## src/rtl/display_anim.sv

```systemverilog
// display_anim: hex display driver with blank, value, spinner and blink modes.
module display_anim #(
    parameter int TICK_DIV    = 5000000,
    parameter int BLINK_TICKS = 5
) (
    input  logic       clock,
    input  logic       reset,
    input  logic [1:0] modo,
    input  logic [3:0] valor,
    input  logic       carrega,
    output logic [4:0] hexa,
    output logic       volta
);
    typedef enum logic [1:0] {APAGADO = 2'b00, VALOR = 2'b01, GIRO = 2'b10, PISCA = 2'b11} state_t;
    state_t state, next;
    logic [23:0] presc;
    logic [7:0] bcnt;
    logic [3:0] valor_reg;
    logic [2:0] pos;
    logic phase, tick, changed, in_giro, in_pisca, blink_wrap;
    always_ff @(posedge clock or negedge reset) begin
        if (!reset) state <= APAGADO;
        else state <= next;
    end
    always_comb next = state_t'(modo);
    assign changed    = next != state;
    assign tick       = presc == 24'(TICK_DIV - 1);
    // animations only advance while the mode is held, so a tick on an exit edge is ignored
    assign in_giro    = state == GIRO && !changed;
    assign in_pisca   = state == PISCA && !changed;
    assign blink_wrap = bcnt == 8'(BLINK_TICKS - 1);
    always_ff @(posedge clock or negedge reset) begin
        if (!reset) begin
            valor_reg <= '0;
            presc     <= '0;
            pos       <= '0;
            phase     <= 1'b1;
            bcnt      <= '0;
            volta     <= 1'b0;
        end else begin
            if (carrega) valor_reg <= valor;
            presc <= (changed || tick) ? '0 : presc + 24'd1;
            volta <= in_giro && tick && pos == 3'd5;
            if (changed && next == GIRO) pos <= '0;
            else if (in_giro && tick) pos <= (pos == 3'd5) ? 3'd0 : pos + 3'd1;
            if (changed && next == PISCA) begin
                phase <= 1'b1;
                bcnt  <= '0;
            end else if (in_pisca && tick) begin
                bcnt <= blink_wrap ? 8'd0 : bcnt + 8'd1;
                if (blink_wrap) phase <= !phase;
            end
        end
    end
    always_comb
        hexa = state == APAGADO ? 5'h1F :
               state == VALOR   ? {1'b0, valor_reg} :
               state == GIRO    ? 5'h10 + {2'b00, pos} :
               phase            ? {1'b0, valor_reg} : 5'h1F;
endmodule
```

## config.mk

```make
export PLATFORM = sky130hd
export DESIGN_NAME = display_anim
export DESIGN_NICKNAME = d
export VERILOG_FILES = /design/src/rtl/display_anim.sv
export SDC_FILE = /design/constraint.sdc
export NUM_CORES = 1
export LEC_CHECK = 0
export BUFFER_PORTS_ARGS = -buffer_cell sky130_fd_sc_hd__buf_2
export CAP_MARGIN = 20
export CORE_ASPECT_RATIO = 0.5
export CORE_UTILIZATION = 48
export DETAILED_ROUTE_END_ITERATION = 6
export PLACE_DENSITY = 0.68
export REMOVE_ABC_BUFFERS = 1
export SYNTH_ARGS = -nofsm -noshare
export SYNTH_HDL_FRONTEND = slang
export SYNTH_SLANG_ARGS = --single-unit
```

## constraint.sdc

```tcl
create_clock -name clock -period 2.3 [get_ports clock]
set_input_delay 0.345 -clock clock [delete_from_list [all_inputs] [get_ports clock]]
set_output_delay 0.345 -clock clock [all_outputs]
set_load 0.05 [all_outputs]
```

Word level (Yosys, flattened, before mapping) --
Index checks and enable logic that the tools add are counted.
Operators by class: $add $sub $neg 4, $mul 0, divide/modulo/power cells 0, $lt $le $gt $ge 0, equality and inequality tests 9, shifts and indexed selects 0, mux-type cells 14, bitwise operators 0, reductions and logical operators 15
Operators with widths (count):
- $add A24 B1 Y24 const B | 1
- $eq A24 B23 Y1 const B | 1
- $mux W24 | 1
- $mux W8 | 3
- $mux W5 | 4
- $mux W3 | 3
- $add A8 B1 Y8 const B | 1
- $eq A2 B2 Y1 const B | 4
- $eq A8 B3 Y1 const B | 1
- $logic_and A1 B1 Y1 | 7
- $reduce_bool A2 Y1 | 3
- $add A5 B3 Y5 const A | 1
- $add A3 B1 Y3 const B | 1
- $eq A3 B3 Y1 const B | 1
- $mux W1 | 3
- $eq A2 B1 Y1 const B | 1
- $logic_not A1 Y1 | 2
- $logic_not A2 Y1 | 1
- $ne A2 B2 Y1 | 1
- $reduce_and A2 Y1 | 1
- $logic_or A1 B1 Y1 | 1
Storage, ports and cells: register bits after elaboration 43, latch bits 0, memory bits (writable) 0, memory bits (read-only) 0, bits of input ports 9, output and inout bits 6, word-level logic and storage cells 49, memories 0

Logic depth before layout (Yosys ltp) --
word-level depth 6, depth in mapped cells 8, mapped depth without buffers 7

Worst setup path after synthesis --
No wires, ideal clock.
path type reg2reg, start point reg presc[0], end point reg bcnt[6], library setup time 80 ps, arrival 2378 ps, data required time 2220 ps, path slack -157 ps, cell stages (with the launch flop) 8, path buffers 1, clock period less this slack 2457 ps, cell sequence dfrtp_1 ha_1 nand3_4 or4_4 or3_4 buf_6 or4_1 a21oi_1
On the way: word-level cells in the longest chain between the ends 3
RTL lines:
- from (decl) | line 16 | logic [23:0] presc;
- from (signal assigned) | line 42 | presc <= (changed || tick) ? '0 : presc + 24'd1;
- $eq A24 B23 Y1 | line 27 | assign tick = presc == 24'(TICK_DIV - 1);
- $logic_and A1 B1 Y1 | line 49 | end else if (in_pisca && tick) begin
- $reduce_bool A2 Y1 (no source line)
- to (signal assigned) | line 50 | bcnt <= blink_wrap ? 8'd0 : bcnt + 8'd1;
- to (decl) | line 17 | logic [7:0] bcnt;
No other way between the ends. A chain may end at the register's enable or synchronous reset.

Worst setup path after layout --
start point reg presc[1], end point reg bcnt[3]
Same word-level chain as after synthesis.

==> results.toml <==
[run_status]
outcome = "finished with violations"
violations = "DRC"

[yosys]
synth-seq-cells = 43
synthDistinctLibCells = 45
synth_cells = 222
syn_area_um2 = 2210
yosys_warnings = 0
synth_top_area_share_pct = 47.5
ys_seq_area_share_pct = 48.7
synth.largest_area_cell = "dfrtp_1"
ys_top_cells_by_area = "dfrtp_1 (47%), nor2_1 (6.3%), xor2_1 (5.5%)"
syn_area_per_cell_um2 = 9.97

[drt]
ant_nets = 0
wl_per_cell_um = 13.9
drtPass1Iterations = 6
totalWireLength_mm = 4.49
vias = 1778
drt-initial-drc-count = 102
drt_drc_violations_left = 4
via_per_inst = 5.50

[sta]
finalMaxSlewViolations = 0
rsz0062_at_grt = "true"
whs_ns = 0.216
fin_setup_tns_ns = 0
clock_skew_ns = 0.00885
tightestPinTransition_ns = 0.437
layout_min_cycle_time_ns = 2.29
setup_violations = 0
finalHoldViolations = 0
slew_headroom_pct = 70.4
finalCritPeriodShare_pct = 99.4
max_freq_ghz = 0.437

[floorplan]
die_y_um = 50.0
core-area_um2 = 4400
pin_count = 15
initial_core_util_pct = 50.3
dieArea_um2 = 4900
fp.dieW_um = 98.0
rows = 17

[final_layout]
syn_to_final_growth_pct = 20.7
fin_cells = 323
largest_reg_flops = 24
layout-drive-gt1-share_pct = 24.1
num-fill-cells = 362
nets = 277
fin_util_pct = 60.7
design_area_um2 = 2670
antenna_cells = 0

[power]
cellPowerDensity_nw_per_um2 = 514
ir_worst_vdd_mv = 0.245
leakagePower_nw = 1.12

[clock_network]
cts_tree = "done"
clockBufferDepth = 2
h-tree-depth = 2
root_buffer = "clkbuf_8"
clk_pin_slew_worst_paths_ns = 0.08
clkSinkCount = 43
numCtsBuffers = 5
insertion_delay_ns = 0.29

[grt]
grt_pass1_vias = 1700
gr-total-overflow = 0
grt_max_degree = 31
antenna_found_initial = 0
grt_util_all_layers_pct = 20.7
grt_first_pass_wirelength_mm = 7.79

[setup_path]
worst-path-stages = 6
cp_data_required_time_ns = 2.53
path_buf_inv = 0
cp-start-kind = "register"
cp-startpoint = "presc[1]$_DFF_PN0_"
cp-end-kind = "register"
r2r-start = "presc[1]$_DFF_PN0_"
slowest_stage = "or4_4"
crit_top_cell = "or4_4"
rr_worst_depth = 6
crit_type = "register to register"
arrival_ns = 2.52
crit_chain = "ha_4 > nand3_4 > or4_4 > or3_4 > or4_4 > a21oi_2"
crit_fanout = 6
max_stage_delay_ns = 0.53
cp_top_family = "simple AND/OR/NAND/NOR gates"

[placed_design]
place.detailed.hpwl_mm = 3.05
dp.cells = 310
place_congestion = 0.852
portBuffers = 14
dpl_cell_area_um2 = 2510

[hold_path]
hold_path_class = "primary input to register"
hp-start = "modo[1]"
hold_depth = 1

[run]
drv_cap = 0
==> area by class of cell <==
class                           instances  area [µm²]  area share [%]
Inverter                                5        18.8           0.703
Sequential cell                        43        1080            40.3
Timing Repair Buffer                   40         280            10.5
Clock buffer                            8        80.1            3.00
Tap cell                               57        71.3            2.67
Multi-Input combinational cell        170        1140            42.8
==> logic make-up (layout without fill, tap and decap cells) <==
| kind of cell | after synthesis | after routing | share of synthesized area, % |
|---|---|---|---|
| compound gates | 23 | 23 | 6.39 |
| xor+xnor | 24 | 24 | 9.50 |
| fa+ha+maj | 3 | 3 | 1.70 |
| buf+inv | 10 | 53 | 2.03 |
| flops | 43 | 43 | 48.7 |
| mux | 6 | 6 | 2.94 |
| simple gates | 113 | 114 | 28.8 |
==> per-stage QoR <==
step,power (mW),worst slack (ns)
floorplan,0.859,-0.105
global placement,0.914,-0.0250
detailed placement,0.917,-0.127
CTS,1.39,0.00703
global route,1.44,-0.0542
finish,1.37,0.0133
==> timing repair <==
| action | in CTS | in global routing |
|---|---|---|
| gates resized for setup | 4 | 6 |
| endpoints found under the hold margin | 13 | 0 |
| setup buffers | 1 | 2 |
| endpoints found under the setup margin | 6 | 7 |
| hold buffers | 1 | 0 |
| gates cloned | 1 | 0 |
| pin swaps | 7 | 1 |
==> metal layers <==
metal	vias to the layer above	wire, µm	global-route usage (%)
li1	878	-	-
met1	871	2220	27.0
met2	27	2080	33.2
met3	2	162	5.96
met4	0	24	7.32
met5	-	0	0
==> Yosys cell counts (all sizes together) <==
cell,number
nand2b,1
nor4,2
buf,1
nor4b,3
and3b,1
xnor2,10
clkbuf,4
a31oi,1
o22a,2
dfstp,1
nor4bb,2
nand4,10
xor2,14
mux2,4
nor2,37
nand2,12
nand3b,1
ha,3
o31ai,4
o21ai,4
nand4bb,2
and4,3
inv,5
and2,1
nor3b,1
nand3,13
nor3,4
mux2i,2
and3,7
or4b,1
a21oi,9
dfrtp,42
nand4b,1
or3,2
a21o,1
or4,5
nor2b,3
o21a,1
or2,1
a211oi,1
==> final timing paths <==
| kind | slack [ns] | end |
|---|---|---|
| min in group asynchronous | 0.46 | bcnt[2]$_DFFE_PN0P_ |
| worst min-delay path | 0.22 | state[1]$_DFF_PN0_ |
| worst max register to register | 0.01 | bcnt[3]$_DFFE_PN0P_ |
| worst max-delay path | 0.01 | bcnt[3]$_DFFE_PN0P_ |
| worst min register to register | 0.52 | valor_reg[1]$_DFFE_PN0P_ |
| max in group asynchronous | 1.13 | phase$_DFFE_PN1P_ |
==> power breakdown <==
part	switching, mW	leakage, nW	internal [mW]	total, mW
Combinational	0.0855	0.499	0.0474	0.133
Sequential	0.00918	0.583	0.767	0.777
Clock	0.248	0.0395	0.216	0.464
Total	0.343	1.12	1.03	1.37
==> layout by cell type (no fill, tap or decap), drive strengths merged, types with 5 or more instances in the layout <==
| cell | netlist | final |
|---|---|---|
| a21oi | 9 | 9 |
| and3 | 7 | 7 |
| buf | 1 | 39 |
| clkbuf | 4 | 8 |
| dfrtp | 42 | 42 |
| inv | 5 | 5 |
| nand2 | 12 | 12 |
| nand3 | 13 | 13 |
| nand4 | 10 | 10 |
| nor2 | 37 | 37 |
| or4 | 5 | 5 |
| xnor2 | 10 | 10 |
| xor2 | 14 | 14 |
(Power assumes the default switching activity.)
